**config.mk**
```make
export PLATFORM = sky130hd
export DESIGN_NAME = fxp_accumulator
export DESIGN_NICKNAME = d
export VERILOG_FILES = /design/src/rtl/fxp_accumulator.sv
export SDC_FILE = /design/constraint.sdc
export NUM_CORES = 1
export LEC_CHECK = 0
export CAP_MARGIN = 20
export CELL_PAD_IN_SITES_DETAIL_PLACEMENT = 2
export CELL_PAD_IN_SITES_GLOBAL_PLACEMENT = 2
export CORE_MARGIN = 4
export CORE_UTILIZATION = 36
export CTS_CLUSTER_SIZE = 30
export DETAILED_ROUTE_END_ITERATION = 6
export HOLD_SLACK_MARGIN = 0.05
export PLACE_DENSITY_LB_ADDON = 0.1
export SKIP_LAST_GASP = 1
export SYNTH_ARGS = -nofsm -noshare
export SYNTH_HDL_FRONTEND = slang
export SYNTH_SLANG_ARGS = --single-unit
```
**constraint.sdc**
```tcl
create_clock -name clk -period 13.2 [get_ports clk]
set_input_delay 2.64 -clock clk [delete_from_list [all_inputs] [get_ports clk]]
set_output_delay 2.64 -clock clk [all_outputs]
set_load 0.01 [all_outputs]
```
**src/rtl/fxp_accumulator.sv**
```systemverilog
// Streaming signed fixed-point accumulator with a dynamic Q-format that widens the integer part on overflow.
// Optional macro FXP_ACC_NORM_EN adds a post-sum NORM state that left-normalizes the result.
module fxp_accumulator #(
    parameter int WIDTH = 16,
    parameter int QW    = 4
) (
    input  logic             clk,
    input  logic             rst,
    input  logic             in_valid,
    output logic             in_ready,
    input  logic [WIDTH-1:0] in_data,
    input  logic [QW-1:0]    in_qf,
    input  logic             in_last,
    output logic             out_valid,
    input  logic             out_ready,
    output logic [WIDTH-1:0] out_data,
    output logic [QW-1:0]    out_qi,
    output logic [QW-1:0]    out_qf,
    output logic             out_sat
);

    // out_qi is QW bits wide, so a qf of 0 reports WIDTH modulo 2**QW.
    localparam logic [QW-1:0] WIDTH_LO = WIDTH[QW-1:0];

`ifdef FXP_ACC_NORM_EN
    localparam int            QF_MAX_I = WIDTH - 1;
    localparam logic [QW-1:0] QF_MAX   = QF_MAX_I[QW-1:0];

    typedef enum logic [1:0] {S_IDLE, S_ACC, S_NORM, S_OUT} state_t;
`else
    typedef enum logic [1:0] {S_IDLE, S_ACC, S_OUT} state_t;
`endif

    state_t                  state;
    logic signed [WIDTH-1:0] acc;
    logic [QW-1:0]           acc_qf;
    logic                    sat;

    logic signed [WIDTH-1:0] acc_al;
    logic signed [WIDTH-1:0] op_al;
    logic [WIDTH:0]          sum;
    logic [QW-1:0]           sum_qf;
    logic signed [WIDTH-1:0] fin_acc;
    logic [QW-1:0]           fin_qf;
    logic                    fin_sat;
    logic                    xfer;

    assign xfer = in_valid & in_ready;

    // Align both terms to the smaller fractional width, add one bit wide, then widen or saturate.
    always_comb begin
        acc_al = acc;
        op_al  = $signed(in_data);
        sum_qf = acc_qf;
        if (in_qf > acc_qf) begin
            op_al = $signed(in_data) >>> (in_qf - acc_qf);
        end else if (in_qf < acc_qf) begin
            acc_al = acc >>> (acc_qf - in_qf);
            sum_qf = in_qf;
        end
        sum     = {acc_al[WIDTH-1], acc_al} + {op_al[WIDTH-1], op_al};
        fin_acc = sum[WIDTH-1:0];
        fin_qf  = sum_qf;
        fin_sat = sat;
        if (sum[WIDTH] != sum[WIDTH-1]) begin
            if (sum_qf != '0) begin
                fin_acc = sum[WIDTH:1];
                fin_qf  = sum_qf - 1'b1;
            end else begin
                fin_acc = sum[WIDTH] ? {1'b1, {(WIDTH-1){1'b0}}} : {1'b0, {(WIDTH-1){1'b1}}};
                fin_sat = 1'b1;
            end
        end
        if (state == S_IDLE) begin
            fin_acc = $signed(in_data);
            fin_qf  = in_qf;
            fin_sat = 1'b0;
        end
    end

    always_ff @(posedge clk) begin
        if (rst) begin
            state     <= S_IDLE;
            acc       <= '0;
            acc_qf    <= '0;
            sat       <= 1'b0;
            in_ready  <= 1'b0;
            out_valid <= 1'b0;
            out_data  <= '0;
            out_qf    <= '0;
            out_qi    <= WIDTH_LO;
            out_sat   <= 1'b0;
        end else begin
            case (state)
                S_IDLE, S_ACC: begin
                    in_ready <= 1'b1;
                    if (xfer) begin
                        acc    <= fin_acc;
                        acc_qf <= fin_qf;
                        sat    <= fin_sat;
                        if (in_last) begin
                            in_ready <= 1'b0;
`ifdef FXP_ACC_NORM_EN
                            state    <= S_NORM;
`else
                            state     <= S_OUT;
                            out_valid <= 1'b1;
                            out_data  <= fin_acc;
                            out_qf    <= fin_qf;
                            out_qi    <= WIDTH_LO - fin_qf;
                            out_sat   <= fin_sat;
`endif
                        end else begin
                            state <= S_ACC;
                        end
                    end
                end
`ifdef FXP_ACC_NORM_EN
                S_NORM: begin
                    if ((acc[WIDTH-1] == acc[WIDTH-2]) && (acc_qf < QF_MAX)) begin
                        acc    <= acc <<< 1;
                        acc_qf <= acc_qf + 1'b1;
                    end else begin
                        state     <= S_OUT;
                        out_valid <= 1'b1;
                        out_data  <= acc;
                        out_qf    <= acc_qf;
                        out_qi    <= WIDTH_LO - acc_qf;
                        out_sat   <= sat;
                    end
                end
`endif
                S_OUT: begin
                    if (out_ready) begin
                        out_valid <= 1'b0;
                        in_ready  <= 1'b1;
                        state     <= S_IDLE;
                    end
                end
                default: begin
                    state    <= S_IDLE;
                    in_ready <= 1'b0;
                end
            endcase
        end
    end

endmodule

```
## Word-level counts from Yosys, hierarchy flattened

Cells that the tools add are included.

| operators by class | value |
|---|---|
| $add $sub $neg | 5 |
| $lt $le $gt $ge | 2 |
| equality and inequality tests | 6 |
| shift-type cells | 2 |
| muxes and demuxes | 27 |
| bitwise operators | 1 |
| reductions and logical operators | 8 |

Operators by type and width:

| operator | number |
|---|---|
| $mux W16 | 7 |
| $sshr A16 B4 Y16 | 2 |
| $mux W4 | 5 |
| $add A16 B16 Y17 | 1 |
| $mux W1 | 9 |
| $sub A4 B4 Y4 | 2 |
| $mux W2 | 3 |
| $ne A2 B2 Y1 const B | 3 |
| $gt A4 B4 Y1 | 1 |
| $lt A4 B4 Y1 | 1 |
| $pmux W1 S2 | 2 |
| $pmux W2 S2 | 1 |
| $reduce_and A2 Y1 | 2 |
| $reduce_and A4 Y1 | 1 |
| $reduce_bool A4 Y1 | 1 |
| $sub A1 B4 Y4 const A | 1 |
| $sub A4 B1 Y4 const B | 1 |
| $reduce_and A3 Y1 | 1 |
| $eq A2 B1 Y1 const B | 1 |
| $eq A2 B2 Y1 const B | 1 |
| $logic_not A2 Y1 | 1 |
| $reduce_bool A2 Y1 | 1 |
| $reduce_or A2 Y1 | 1 |
| $and A1 B1 Y1 | 1 |
| $ne A1 B1 Y1 | 1 |

| word-level totals | value |
|---|---|
| register bits after elaboration | 50 |
| input port bits | 25 |
| output and inout port bits | 27 |
| word-level logic and storage cells | 61 |

## Depth between registers and ports, before layout

| logic depth | value |
|---|---|
| depth after elaboration | 9 |
| mapped depth | 30 |

## Worst setup path before layout

No wires, ideal clock.

| timing path | value |
|---|---|
| kind | input-to-reg |
| from | input port in_qf[0] |
| to | register out_qi[2] |
| arrival | 7,913 ps |
| slack | 5,202 ps |
| stages on the path | 28 |
| path buffers | 3 |
| cell sequence | inv_1 ha_1 fa_1 nand2b_1 a21oi_2 buf_4 clkbuf_1 clkbuf_1 nand2_1 o21ai_0 ha_1 inv_1 fa_1 and2b_1 o2111ai_2 a21oi_1 nor3_2 o211ai_2 and2_1 ha_1 a21oi_1 o21a_1 nor2_1 a221oi_1 inv_1 ha_1 xnor2_1 a211oi_1 |

| between the ends | value |
|---|---|
| longest elaborated chain between the ends | 9 |
| elaborated cells between the ends (all ways) | 19 |

Ends and longest elaborated chain:

| element | RTL line | source |
|---|---|---|
| start: declaration | 12 | `input logic [QW-1:0] in_qf,` |
| $sub A4 B4 Y4 | 58 | `acc_al = acc >>> (acc_qf - in_qf);` |
| $sshr A16 B4 Y16 | 58 |  |
| $mux W16 | 57 | `end else if (in_qf < acc_qf) begin` |
| $mux W16 | 55 | `if (in_qf > acc_qf) begin` |
| $add A16 B16 Y17 | 61 | `sum = {acc_al[WIDTH-1], acc_al} + {op_al[WIDTH-1], op_al};` |
| $ne A1 B1 Y1 | 65 | `if (sum[WIDTH] != sum[WIDTH-1]) begin` |
| $mux W4 | 65 |  |
| $mux W4 (*) | 74 | `if (state == S_IDLE) begin` |
| $sub A1 B4 Y4 (*) | 110 | `out_qi <= WIDTH_LO - fin_qf;` |
| end signal: assignment | 110 |  |
| end: declaration | 17 | `output logic [QW-1:0] out_qi,` |

Mark *: on every way between the ends. The rest lies on a longest branch, timed or not.
A chain may end at the register's enable or synchronous reset.

## Worst setup path after layout

Same ends and word-level chain as after synthesis.

==> flow_summary.yaml <==
sta:
  fin_ws_ns: 2.79
  min_period_ns: 10.41
  tns_ns: 0
  max_freq_mhz: 96.0
  rsz0062_at_grt: "no"
  worst_pin_slew_ns: 1.07
  hold_viol: 0
  finClkSkew_ns: 0.00561
  max-slew-margin-rel: 0.289
  holdWs_ns: 0.465
  finalCritPeriodShare: 0.789
  maxSlewViolCount: 0
  setup_viol: 0
critical_path:
  crit_fanout: 23
  cpPeakStageDelay_ns: 1.20
  path_class: "primary input to register"
  cp_cell_sequence: "clkdlybuf4s50_1 -> inv_1 -> ha_1 -> fa_1 -> mux2_2 -> o21ai_0 -> a21oi_1 -> o21ai_0 -> o21ai_0 -> ha_1 -> nand3_1 -> o2111ai_2 -> a2111oi_2 -> o31ai_1 -> a21oi_2 -> a21oi_1 -> xor2_1 -> ha_1 -> a21oi_4 -> a221oi_1 -> inv_1 -> ha_1 -> xnor2_1 -> a211oi_1"
  crit_required_ns: 13.41
  cp-start-kind: "primary input"
  cp.arrival_ns: 10.62
  cp_common_cell: "ha_1"
  critical_path.endpoint_type: "register"
  critical_path.slowest_cell: "fa_1"
clock_network:
  path_clk_slew_ns: 0.06
  cts-root-buf: "clkbuf_16"
  cts_buffers: 5
  clockBufferDepth: 2
  cts_resized: 0
  cts_setup_buffers: 0
  cts_sinks: 49
  clock_latency_ns: 0.30
  h-tree-depth: 2
  holdBufCountCts: 0
  cts_tree: "done"
place:
  routabilityCongestion: 0.952
  dp_hpwl_mm: 16.2
  place_inst: 855
  post-place-ws_ns: 2.67
  io_buffers: 51
  dpl_cell_area_sq_mm: 0.00559
logic_synthesis:
  ys_types: 67
  synth_fa_ha_area_frac: 0.0770
  avgSynthCellArea_sq_um: 7.48
  synth.most_common_cell: "nand2_1"
  ys_top_cells_by_count: "84 x nand2_1, 65 x nor2_1, 62 x a21oi_1"
  synth-compound-area-share: 0.315
  synth-edff-count: 0
  post_synth_mux_area_share: 0.128
  ys_top_cells_by_area: "dfxtp_1 20%, ha_1 6.5%, mux2i_1 6.4%"
  async_flop_share: 0
  syn_inst: 669
  synth_top_family_by_area: "compound AO/OA/AOI/OAI gates"
  yosys.area_share.xor_xnor: 0.0350
  yosysTopAreaCell: "dfxtp_1"
  synthSimpleGateAreaFrac: 0.194
  synth_ff_type: "dfxtp_1"
  yosys_register_bits: 49
  synth_area_sq_mm: 0.00501
  syn_nets: 723
  synth_top_area_share: 0.196
  yosys_warnings: 0
  yosysSeqAreaShare: 0.196
layout:
  finalInstanceArea_sq_mm: 0.00574
  final_nets: 742
  drive_gt1_frac: 0.0742
  final-instance-count-excl-fill: 863
  post-route-util: 0.427
  antenna_cells: 0
  areaGrowthSynthToFinish_pct: 14.7
detailed_routing:
  vias: 5324
  drt_iter0_drc: 292
  antenna_left: 0
  routedWlPerCell_um: 23.9
  drc: 0
  wirelength_mm: 20.6
  dr.pass1.iters: 5
  viasPerCell: 6.17
floorplanning:
  start_util: 0.372
  die_h_um: 126
  dieWidth_um: 126
  die_area_sq_mm: 0.0159
  rows: 42
  io_pins: 52
  coreArea_sq_mm: 0.0135
power_and_ir_drop:
  total_leakage_power_nw: 2.26
  ir_drop_uv: 101
  total_power_uw: 810
  p_per_area_mw_per_mm2: 141
worst_hold_path:
  min_path_type: "register to register"
flow_run:
  cap_violations: 0
global_route:
  antenna_found_initial: 1
  grt-ovfl-total: 0
  grt_usage: 0.258
  grt_pass1_wl_mm: 32.5
  grt_pass1_vias: 5600
  grt_max_degree: 39
run_status:
  status: "finished, final reports clean"
where the power goes:
part	switching (mW)	total, mW	internal, mW
logic	0.326	0.514	0.188
clock network	0.0555	0.123	0.0679
registers	0.0146	0.172	0.158
total	0.396	0.810	0.414
per-layer routing:
metal	share of wire	wire length, um	global-route usage
met5	0	0	0
met1	0.45	9250	0.338
met4	0.029	602	0.0858
met3	0.030	625	0.0250
met2	0.49	10100	0.443
kinds of logic after synthesis:
kind of cell,count (synthesis)
AOI/OAI and AO/OA,234
xor gates and xnor gates,20
adders and majority gates,29
buffers and inverters,68
DFF,49
muxes,52
and+or+nand+nor,217
worst paths after layout:
check	from	to	slack (ns)	depth (start not counted)
worst min register to register	out_data[11]$_SDFFE_PP0P_	out_data[11]$_SDFFE_PP0P_	0.47	2
worst min-delay path	out_data[11]$_SDFFE_PP0P_	out_data[11]$_SDFFE_PP0P_	0.47	2
worst max-delay path	in_qf[0]	out_qi[2]$_SDFFE_PP0P_	2.79	24
worst max register to register	acc_qf[0]$_SDFFE_PP0P_	out_qi[2]$_SDFFE_PP0P_	5.36	23
critical path: cells and delay by family:
| kind | cells | cell delay [ns] |
|---|---|---|
| XOR/XNOR | 2 | 0.28 |
| buffers and inverters | 3 | 0.76 |
| AND/OR/NAND/NOR | 1 | 0.19 |
| adder cells (fa/ha/maj) | 5 | 2.95 |
| AO/OA/AOI/OAI | 12 | 3.35 |
| multiplexers | 1 | 0.43 |
cell usage in the layout, fill, tap and decap left out, types with 4 or more instances in the layout:
cell type,netlist,final
dfxtp_1,49,49
o21a_1,5,5
inv_1,20,20
nor2_1,65,65
mux2_2,11,11
mux4_2,8,8
a211oi_1,20,20
a311oi_1,9,9
xnor2_1,13,13
and3_1,7,7
a32o_1,5,5
a21oi_1,62,62
or3_1,8,8
nand2b_1,7,7
a31oi_1,7,7
o31ai_1,5,5
clkdlybuf4s50_1,0,51
a22o_1,9,9
o21ai_0,55,55
nor3_1,6,6
ha_1,26,26
and2_1,4,4
a22oi_1,6,6
clkbuf_16,0,5
xor2_1,7,7
a21o_1,13,13
mux2i_1,32,32
buf_4,3,8
nand2_1,84,84
nand3_1,11,11
nor2b_1,11,11
layout make-up:
cell class                 count  area [sq um]
fill                        1618          7710
multi-input combinational    552          3750
sequential                    49           981
timing repair buffer          60           586
tap                          176           220
clock buffer                   5           125
inverter                      20          75.1
clock inverter                 1          5.00
sequential cells by signal, indices dropped and copies added, names as in the netlist:
register   flops
state          2
acc_qf         4
acc           16
in_ready       1
out_valid      1
out_qf         3
out_qi         4
out_data      16
sat            1
out_sat        1
Power figures use the tool's default switching activity.
